### src/rtl/cg_rr_arbiter.sv
// Grant arbiter with registered outputs: round-robin or fixed priority, with
// an optional lock that re-grants the current winner on handshake.
module cg_rr_arbiter #(
  parameter  int NUM_REQ     = 16,
  parameter  bit RR_MODE     = 1'b1,
  localparam int INDEX_WIDTH = $clog2(NUM_REQ)
) (
  input  logic                   i_clk,
  input  logic                   i_rst,
  input  logic [NUM_REQ-1:0]     i_req,
  input  logic                   i_lock,
  input  logic                   i_ready,
  output logic                   o_valid,
  output logic [INDEX_WIDTH-1:0] o_index,
  output logic [NUM_REQ-1:0]     o_onehot
);

  // state | meaning
  // IDLE  | no grant presented, arbitrate every cycle
  // GRANT | grant presented and held until the consumer accepts it
  typedef enum logic {IDLE = 1'b0, GRANT = 1'b1} state_t;

  localparam logic [INDEX_WIDTH-1:0] LAST_IDX = INDEX_WIDTH'(NUM_REQ - 1);

  state_t                 state_q, state_d;
  logic [INDEX_WIDTH-1:0] index_q, index_d;
  logic [INDEX_WIDTH-1:0] ptr_q, ptr_d;
  logic [NUM_REQ-1:0]     onehot_q, onehot_d;
  logic [INDEX_WIDTH-1:0] ptr_arb;
  logic [INDEX_WIDTH-1:0] win_idx;
  logic                   win_found;
  logic                   hs;
  logic                   arb_en;
  logic                   lock_hold;

  assign hs        = (state_q == GRANT) && i_ready;
  assign arb_en    = (state_q == IDLE) || hs;
  assign lock_hold = hs && i_lock && i_req[index_q];

  // The served index drops to lowest priority in the same cycle it is accepted.
  always_comb begin
    ptr_arb = ptr_q;
    if (RR_MODE && hs && !lock_hold) begin
      ptr_arb = (index_q == '0) ? LAST_IDX : index_q - 1'b1;
    end
  end

  always_comb begin
    int cand;
    cand      = 0;
    win_idx   = '0;
    win_found = 1'b0;
    for (int i = 0; i < NUM_REQ; i++) begin
      if (RR_MODE) begin
        cand = int'(ptr_arb) - i;
        if (cand < 0) cand = cand + NUM_REQ;
      end else begin
        cand = NUM_REQ - 1 - i;
      end
      if (!win_found && i_req[INDEX_WIDTH'(cand)]) begin
        win_idx   = INDEX_WIDTH'(cand);
        win_found = 1'b1;
      end
    end
  end

  always_comb begin
    state_d  = state_q;
    index_d  = index_q;
    onehot_d = onehot_q;
    ptr_d    = ptr_q;
    if (arb_en) begin
      ptr_d = ptr_arb;
      if (lock_hold) begin
        state_d = GRANT;
      end else if (win_found) begin
        state_d           = GRANT;
        index_d           = win_idx;
        onehot_d          = '0;
        onehot_d[win_idx] = 1'b1;
      end else begin
        state_d  = IDLE;
        index_d  = '0;
        onehot_d = '0;
      end
    end
  end

  always_ff @(posedge i_clk) begin
    if (i_rst) begin
      state_q  <= IDLE;
      index_q  <= '0;
      onehot_q <= '0;
      ptr_q    <= LAST_IDX;
    end else begin
      state_q  <= state_d;
      index_q  <= index_d;
      onehot_q <= onehot_d;
      ptr_q    <= ptr_d;
    end
  end

  assign o_valid  = (state_q == GRANT);
  assign o_index  = index_q;
  assign o_onehot = onehot_q;

endmodule

### config.mk
export PLATFORM = sky130hd
export DESIGN_NAME = cg_rr_arbiter
export DESIGN_NICKNAME = d
export VERILOG_FILES = /design/src/rtl/cg_rr_arbiter.sv
export SDC_FILE = /design/constraint.sdc
export NUM_CORES = 1
export LEC_CHECK = 0
export CAP_MARGIN = 15
export CORE_MARGIN = 4
export CORE_UTILIZATION = 50
export CTS_CLUSTER_SIZE = 8
export DETAILED_ROUTE_END_ITERATION = 10
export PLACE_DENSITY = 0.7
export SKIP_CTS_REPAIR_TIMING = 1
export SYNTH_ARGS = -nofsm -noshare
export SYNTH_HDL_FRONTEND = slang
export SYNTH_SLANG_ARGS = --single-unit
### constraint.sdc
create_clock -name i_clk -period 10.2 [get_ports i_clk]
set_input_delay 2.55 -clock i_clk [delete_from_list [all_inputs] [get_ports i_clk]]
set_output_delay 2.55 -clock i_clk [all_outputs]
set_load 0.02 [all_outputs]
# After elaboration in Yosys (flattened, before gate mapping)
# Cells that the tools add are included.
[op_classes] muxes=106 n_lt_le_gt_ge=35 n_reduce_logical=39 bitwise_logic=2 add_sub_neg=32
[op_table] operator="2-to-1 mux 4 bit" n=35
[op_table] operator="less-than comparator 4 x 6 -> 1 bit (second input constant)" n=16
[op_table] operator="less-than comparator 5 x 1 -> 1 bit (second input constant)" n=15
[op_table] operator="binary-select mux 1 bit (select 4 bit)" n=17
[op_table] operator="adder 4 x 1 -> 4 bit (second input constant)" n=16
[op_table] operator="2-to-1 mux 1 bit" n=52
[op_table] operator="subtractor 4 x 4 -> 5 bit (second input constant)" n=8
[op_table] operator="logical AND 1 bit" n=20
[op_table] operator="subtractor 4 x 3 -> 5 bit (second input constant)" n=4
[op_table] operator="zero test 1 bit" n=16
[op_table] operator="2-to-1 mux 16 bit" n=1
[op_table] operator="less-than comparator 4 x 5 -> 1 bit (second input constant)" n=2
[op_table] operator="subtractor 4 x 2 -> 5 bit (second input constant)" n=2
[op_table] operator="subtractor 4 x 1 -> 5 bit (second input constant)" n=1
[op_table] operator="demux 1 bit (select 4 bit)" n=1
[op_table] operator="greater-or-equal comparator 4 x 1 -> 1 bit (second input constant)" n=1
[op_table] operator="zero test 4 bit" n=1
[op_table] operator="less-than comparator 4 x 1 -> 1 bit (second input constant)" n=1
[op_table] operator="subtractor 4 x 1 -> 4 bit (second input constant)" n=1
[op_table] operator="inverter 1 bit" n=2
[op_table] operator="AND reduction 2 bit" n=1
[op_table] operator="logical OR 1 bit" n=1
[word_totals] input_bits=20 out_inout_bits=21 register_bits=25

# Depth between registers and ports, before layout
# Gate-level depths: netlist of run 1.
[logic_depth] word_depth=62 ltp_mapped=28 ltp_nobuf=21

# Least setup slack after synthesis of run 1
# OpenSTA, ideal clock, no wires.
[synth_path] path_type="input port to flip-flop" start="input i_req[3]" end="register onehot_q[14], in the netlist o_onehot[14]" slack_ps=1662 cell_stages=24 arrival_ps=8422 setup_time_ps=117 cell_sequence="clkbuf_1 mux4_2 o2111a_1 buf_4 o31ai_2 buf_4 nand2_1 inv_1 buf_4 clkbuf_1 buf_1 ha_1 inv_1 clkbuf_1 mux4_2 mux2i_1 mux2i_2 or3_1 or3_1 a211o_1 o21a_1 a221o_1 and3_1 a22o_1"
[synth_between] elab_chain_len=62 elab_cells_between_ends=187 cone_classes="add/sub (31); order compare (18); mux (102); bitwise (1); reduce/logical (35)"
[synth_lines] item="start, declared" line_no="10" source="input logic [NUM_REQ-1:0] i_req,"
[synth_lines] item="branches (longest 62 deep; another with subtractor 4 x 1 -> 5 bit)"
[synth_lines] item="end signal, assigned" line_no="98" source="onehot_q <= onehot_d;"
[synth_lines] item="end, declared" line_no="28" source="logic [NUM_REQ-1:0] onehot_q, onehot_d;"
# Parallel ways; which one is timed is not known. The select of a mux whose other input is x is not followed.
# A chain may end at the register's enable or synchronous reset.

# Worst setup path in the final report of run 1
[layout_path] start="input i_req[14]" end="register onehot_q[3], in the netlist o_onehot[3]"
# The elaborated chain is that of the path after synthesis.

==> run_results.csv, run 1 <==
group,metric,value,unit
clocking,cts_tree,"done",
clocking,cts-buffers-inserted,3,
die,die-area,12600,µm²
power,irDropWorstVdd,0.229,mV
global_routing,antenna_found_initial,0,
die,num_io_pins,41,
final_layout,finalNonFillerCells,897,
synth,syn_area_per_cell,7.09,µm²
synth,syn-num-nets,786,
setup_path,cp-end-kind,"register",
synth,ys_async_sr_fraction,0,%
power,p_int,0.842,mW
clocking,path_clk_slew,0.09,ns
placed_design,hpwlAfterDp,16700,µm
placed_design,io_buffers,40,
synth,ys_seq_area_share,9.24,%
final_layout,design_area,5930,µm²
synth,synth_edf_count,0,
synth,ys_types,86,
final_layout,diodes,0,
sta,setup_viol,0,
synth,synthMuxAreaShare,15.3,%
setup_path,crit_path_max_fanout,28,
synth,yosys.area_share.adder,0.462,%
setup_path,startpoint,"i_req[14]",
clocking,clkSinkCount,25,
setup_path,cp.required,10.41,ns
final_layout,drive_above_1_share,11.0,%
sta,hold_ws,0.486,ns
synth,yosysTopAreaCell,"dfxtp_1",
synth,synth_xor_area_share,2.40,%
final_layout,area_delta_synth_final,9.35,%
detailed_routing,viasPerCell,7.48,
detailed_routing,drt_iter0_markers,1059,
sta,fin_crit_sh,89.6,%
power,p_comb_share,89.4,%
die,start_util,51.8,%
sta,fin_setup_tns,0,ns
sta,fmax,109,MHz
power,cellLeakagePower,2.21,nW
die,rows,37,
worst_hold_path,worst_hold_path_type,"register to register",
power,clkPwrFrac,2.8,%
synth,syn-cell-area,5420,µm²
sta,slew_headroom,34.0,%
sta,finalHoldViolCount,0,
synth,synth_simple_gate_area_share,25.7,%
synth,synth_top_family_by_area,"compound AO/OA/AOI/OAI gates",
run_status,outcome,"finished, final reports clean",
detailed_routing,routed-via-count,6706,
synth,synthTopCellsByCount,"nand2_1 (93), nor2_1 (50), a21oi_1 (46), clkbuf_1 (46), mux2i_1 (43)",
run,cap_violations,0,
final_layout,ff_latch_area,500,µm²
synth,ys.flop_type,"dfxtp_1",
clocking,cts-root-buf,"clkbuf_8",
clocking,clock_latency,0.27,ns
synth,synth-warning-count,0,
setup_path,arrival,9.35,ns
power,power_frac_seq,7.9,%
global_routing,grt_usage,34.1,%
global_routing,grt_pass1_vias,6073,
detailed_routing,wl_per_cell,25.5,µm
worst_hold_path,min_from,"o_onehot[1]",
sta,finalCriticalPeriod,9.14,ns
sta,slew_violations,0,
final_layout,fin_nets,784,
setup_path,r2r_start,"o_index[0]",
die,core_area,10500,µm²
synth,synthTopCellsByArea,"dfxtp_1 (9.2%), mux2i_1 (7.9%), nand2_1 (6.4%), a32oi_1 (4.5%), a21oi_1 (4.2%)",
power,p_sw,1.33,mW
global_routing,grt_pass1_wl,35100,µm
power,cellPowerDensity,367,nW/µm²
synth,synthCells,764,
die,die_x,112,µm
placed_design,gp_congestion,1.02,
placed_design,place_inst,893,
sta,fin_skew,0.0104,ns
clocking,cts_buffer_depth,2,
detailed_routing,wl,22900,µm
setup_path,critPathLaunchType,"primary input",
final_layout,multi_input_area,4520,µm²
synth,synth_seq_cells,25,
synth,synth_most_common_cell,"nand2_1",
detailed_routing,ant_nets,0,
power,swShare,61.3,%
clocking,cts-htree-levels,1,
die,die_height,112,µm
sta,grt_setup_unrepaired,"no",
detailed_routing,drtPass1Iterations,8,
global_routing,grt_max_degree,32,
detailed_routing,drc_errors,0,
global_routing,gr-total-overflow,0,
placed_design,placed_area,5880,µm²
setup_path,crit_type,"primary input to register",
synth,synth_top_area_share,9.24,%
final_layout,fill_cells,1045,
synth,synth_compound_area_share,39.4,%
sta,tightest_slew,0.981,ns
per-stage QoR:
step	total power, mW	setup WS, ns	utilization [%]
2_1_floorplan	1.52	1.66	-
3_3_place_gp	2.02	1.19	56.2
3_5_place_dp	2.03	1.12	56.2
4_1_cts	2.10	1.38	56.6
5_1_grt	2.29	0.863	56.6
6_report	2.17	1.06	56.6
routing by layer:
layer  routed length, µm  global-route usage (%)  up-vias
met5                   0                       0        -
met4                 794                    11.4        0
met3                3050                    7.28       67
met2               10000                    53.2      545
met1                9000                    46.8     3109
li1                    -                       -     2985
cell usage in the layout, fill, tap and decap left out, drive strengths merged, types with 21 or more instances in the layout:
| cell type | n |
|---|---|
| a32oi | 28 |
| inv | 23 |
| a21oi | 46 |
| clkdlybuf4s50 | 40 |
| nor2 | 51 |
| nand2 | 93 |
| nand3 | 24 |
| nor4 | 30 |
| buf | 26 |
| dfxtp | 25 |
| a22o | 21 |
| mux2i | 44 |
| o21ai | 30 |
sequential cells by signal (all words and copies together), names as in the netlist:
signal    cells
o_index       4
ptr_q         4
o_valid       1
o_onehot     16
worst paths after layout:
check             slack (ns)     endpoint  cells after the start
hold reg to reg         0.49  o_onehot[1]                      1
setup reg to reg        3.23  o_onehot[4]                     15
hold / removal          0.49  o_onehot[1]                      1
setup / recovery        1.06  o_onehot[3]                     17
critical path, cell delays in order:
cell             delay (ns)
clkdlybuf4s50_1        0.78
mux4_2                 0.61
nor2_1                 0.22
or4_1                  0.34
buf_4                  0.39
nand3_2                0.43
mux2i_1                0.29
xnor2_1                0.66
mux4_2                 0.49
a211o_1                0.35
or4_1                  0.65
nor2_1                 0.31
nand2_1                0.14
nor3_1                 0.25
o211ai_1               0.23
a21oi_1                0.43
a22o_1                 0.19
power groups by stage:
stage | registers (mW) | clock network (mW) | logic (mW)
final | 0.171 | 0.0605 | 1.94
after detailed placement | 0.172 | 0 | 1.85
after CTS | 0.170 | 0.0609 | 1.86
after global routing | 0.175 | 0.0635 | 2.05
after global placement | 0.169 | 0 | 1.85
after floorplan | 0.170 | 0 | 1.35
cell families (layout without fill, tap and decap cells):
family / after synthesis / after routing
AOI/OAI and AO/OA: 277 / 277
buffers and inverters: 97 / 94
and+or+nand+nor: 279 / 279
muxes: 70 / 70
xor gates and xnor gates: 14 / 14
DFF: 25 / 25
adders and majority gates: 2 / 2
cell type report:
type	count	area share [%]
Clock inverter	1	0.127
Inverter	24	1.52
Clock buffer	3	0.697
Timing Repair Buffer	66	10.1
Sequential cell	25	8.45
Tap cell	136	2.87
Multi-Input combinational cell	642	76.3
Power figures use the tool's default switching activity.
==> inputs of run 2 (changes only) <==
Settings changed: REMOVE_ABC_BUFFERS set to 1.
==> run_results.csv, run 2 (synthesized netlist as in run 1, its figures left out) <==
group,metric,value,unit
run,cap_violations,0,
global_routing,gr-total-overflow,0,
clocking,cts-buffers-inserted,3,
run_status,outcome,"finished, final reports clean",
die,die_x,112,µm
sta,final.setup.worst_slack,1.12,ns
placed_design,place_ws,1.13,ns
sta,setup_viol,0,
global_routing,grt_usage,35.4,%
placed_design,hpwlAfterDp,16900,µm
global_routing,grt_max_degree,37,
sta,grt_setup_unrepaired,"no",
global_routing,grt_pass1_vias,6384,
detailed_routing,routed-via-count,6898,
die,start_util,51.8,%
worst_hold_path,worst_hold_path_type,"register to register",
clocking,cts_buffer_depth,2,
final_layout,largest_reg_flops,16,
sta,slew_violations,0,
detailed_routing,drc_errors,0,
clocking,clkSinkCount,25,
final_layout,area_delta_synth_final,9.58,%
power,cellPowerDensity,366,nW/µm²
power,irDropWorstVdd,0.176,mV
final_layout,ff_latch_area,500,µm²
placed_design,gp_congestion,1.08,
detailed_routing,wl,23200,µm
clocking,path_clk_slew,0.08,ns
setup_path,reg2regPathDepth,16,
die,rows,37,
global_routing,grt_pass1_wl,36300,µm
final_layout,fin_nets,784,
setup_path,cp-end-kind,"register",
clocking,cts_tree,"done",
sta,finalCriticalPeriod,9.08,ns
sta,fin_crit_sh,89.0,%
final_layout,fill_cells,1059,
setup_path,cp.required,10.36,ns
final_layout,final_common_cell,"nand2_1",
final_layout,postLayoutCoreUtil,56.8,%
detailed_routing,drtPass1Iterations,5,
setup_path,reg2reg_slack,3.17,ns
final_layout,drive_above_1_share,11.0,%
clocking,cts-root-buf,"clkbuf_8",
sta,fmax,110,MHz
setup_path,regToRegEndpoint,"o_onehot[14]",
final_layout,finalNonFillerCells,898,
die,core_area,10500,µm²
setup_path,startpoint,"i_req[3]",
sta,fin_setup_tns,0,ns
placed_design,io_buffers,40,
setup_path,r2r_start,"o_index[0]",
sta,finalHoldViolCount,0,
setup_path,crit_end,"o_onehot[14]",
power,cellLeakagePower,2.22,nW
sta,fin_skew,0.00135,ns
detailed_routing,ant_nets,0,
die,num_io_pins,41,
detailed_routing,drt_iter0_markers,1107,
sta,slew_headroom,29.5,%
global_routing,antenna_found_initial,1,
setup_path,arrival,9.24,ns
clocking,cts-htree-levels,1,
final_layout,most-common-layout-cells,"nand2_1 (93), nor2_1 (50), a21oi_1 (46), mux2i_1 (43), clkdlybuf4s50_1 (40)",
final_layout,multi_input_area,4520,µm²
setup_path,crit_path_max_fanout,24,
die,die_height,112,µm
sta,hold_ws,0.481,ns
detailed_routing,viasPerCell,7.68,
detailed_routing,wl_per_cell,25.8,µm
setup_path,crit_type,"primary input to register",
setup_path,critPathLaunchType,"primary input",
clocking,clock_latency,0.26,ns
sta,tightest_slew,1.05,ns
placed_design,place_inst,892,
die,die-area,12600,µm²
worst_hold_path,min_from,"o_onehot[12]",
==> run 2: worst max-delay path, stage by stage <==
cell,delay [ns]
clkdlybuf4s50_1,0.71
mux4_2,0.59
o2111ai_2,0.49
buf_4,0.40
nand3_2,0.40
mux2i_1,0.86
a221oi_1,0.10
o21a_1,0.23
o31ai_1,0.87
nor2_1,0.27
or3_1,0.45
a211o_1,0.33
o21a_1,0.13
a221o_1,0.37
and3_1,0.24
a22o_1,0.22
==> run 2: how the worst min path moves through the flow <==
stage                         endpoint  slack, ns  cells after the start
after detailed placement   o_onehot[8]       0.47                      1
final                     o_onehot[12]       0.48                      1
after global placement     o_onehot[7]       0.46                      1
after global routing      o_onehot[11]       0.51                      1
after CTS                 o_onehot[12]       0.49                      1
after floorplan             o_index[1]       0.57                      2
==> run 2: area by class of cell <==
| cell class | count | area share (%) |
|---|---|---|
| multi-input combinational | 642 | 76.1 |
| timing repair buffer | 66 | 10.2 |
| sequential | 25 | 8.43 |
| tap | 136 | 2.87 |
| inverter | 24 | 1.52 |
| clock buffer | 3 | 0.695 |
| clock inverter | 1 | 0.0843 |
| antenna | 1 | 0.0421 |
==> run 2: report_power, final <==
part	internal, mW	leakage [nW]	switching [mW]
Clock	0.0272	0.0255	0.0284
Sequential	0.123	0.204	0.0481
Combinational	0.686	1.99	1.26
Total	0.837	2.22	1.33
==> run 2: per-layer routing <==
metal,vias to the layer above,wire [µm],global-route usage (%)
met4,0,1420,19.1
met3,118,2900,7.87
met2,564,9940,53.1
met5,-,0,0
li1,3002,-,-
met1,3214,8930,47.3
==> run 2: metrics by stage <==
stage | area, µm² | total power [mW]
4_1_cts | 5930 | 2.09
5_1_grt | 5940 | 2.30
3_3_place_gp | 5880 | 2.01
6_report | 5940 | 2.17
3_5_place_dp | 5880 | 2.03
2_1_floorplan | 5100 | 1.47
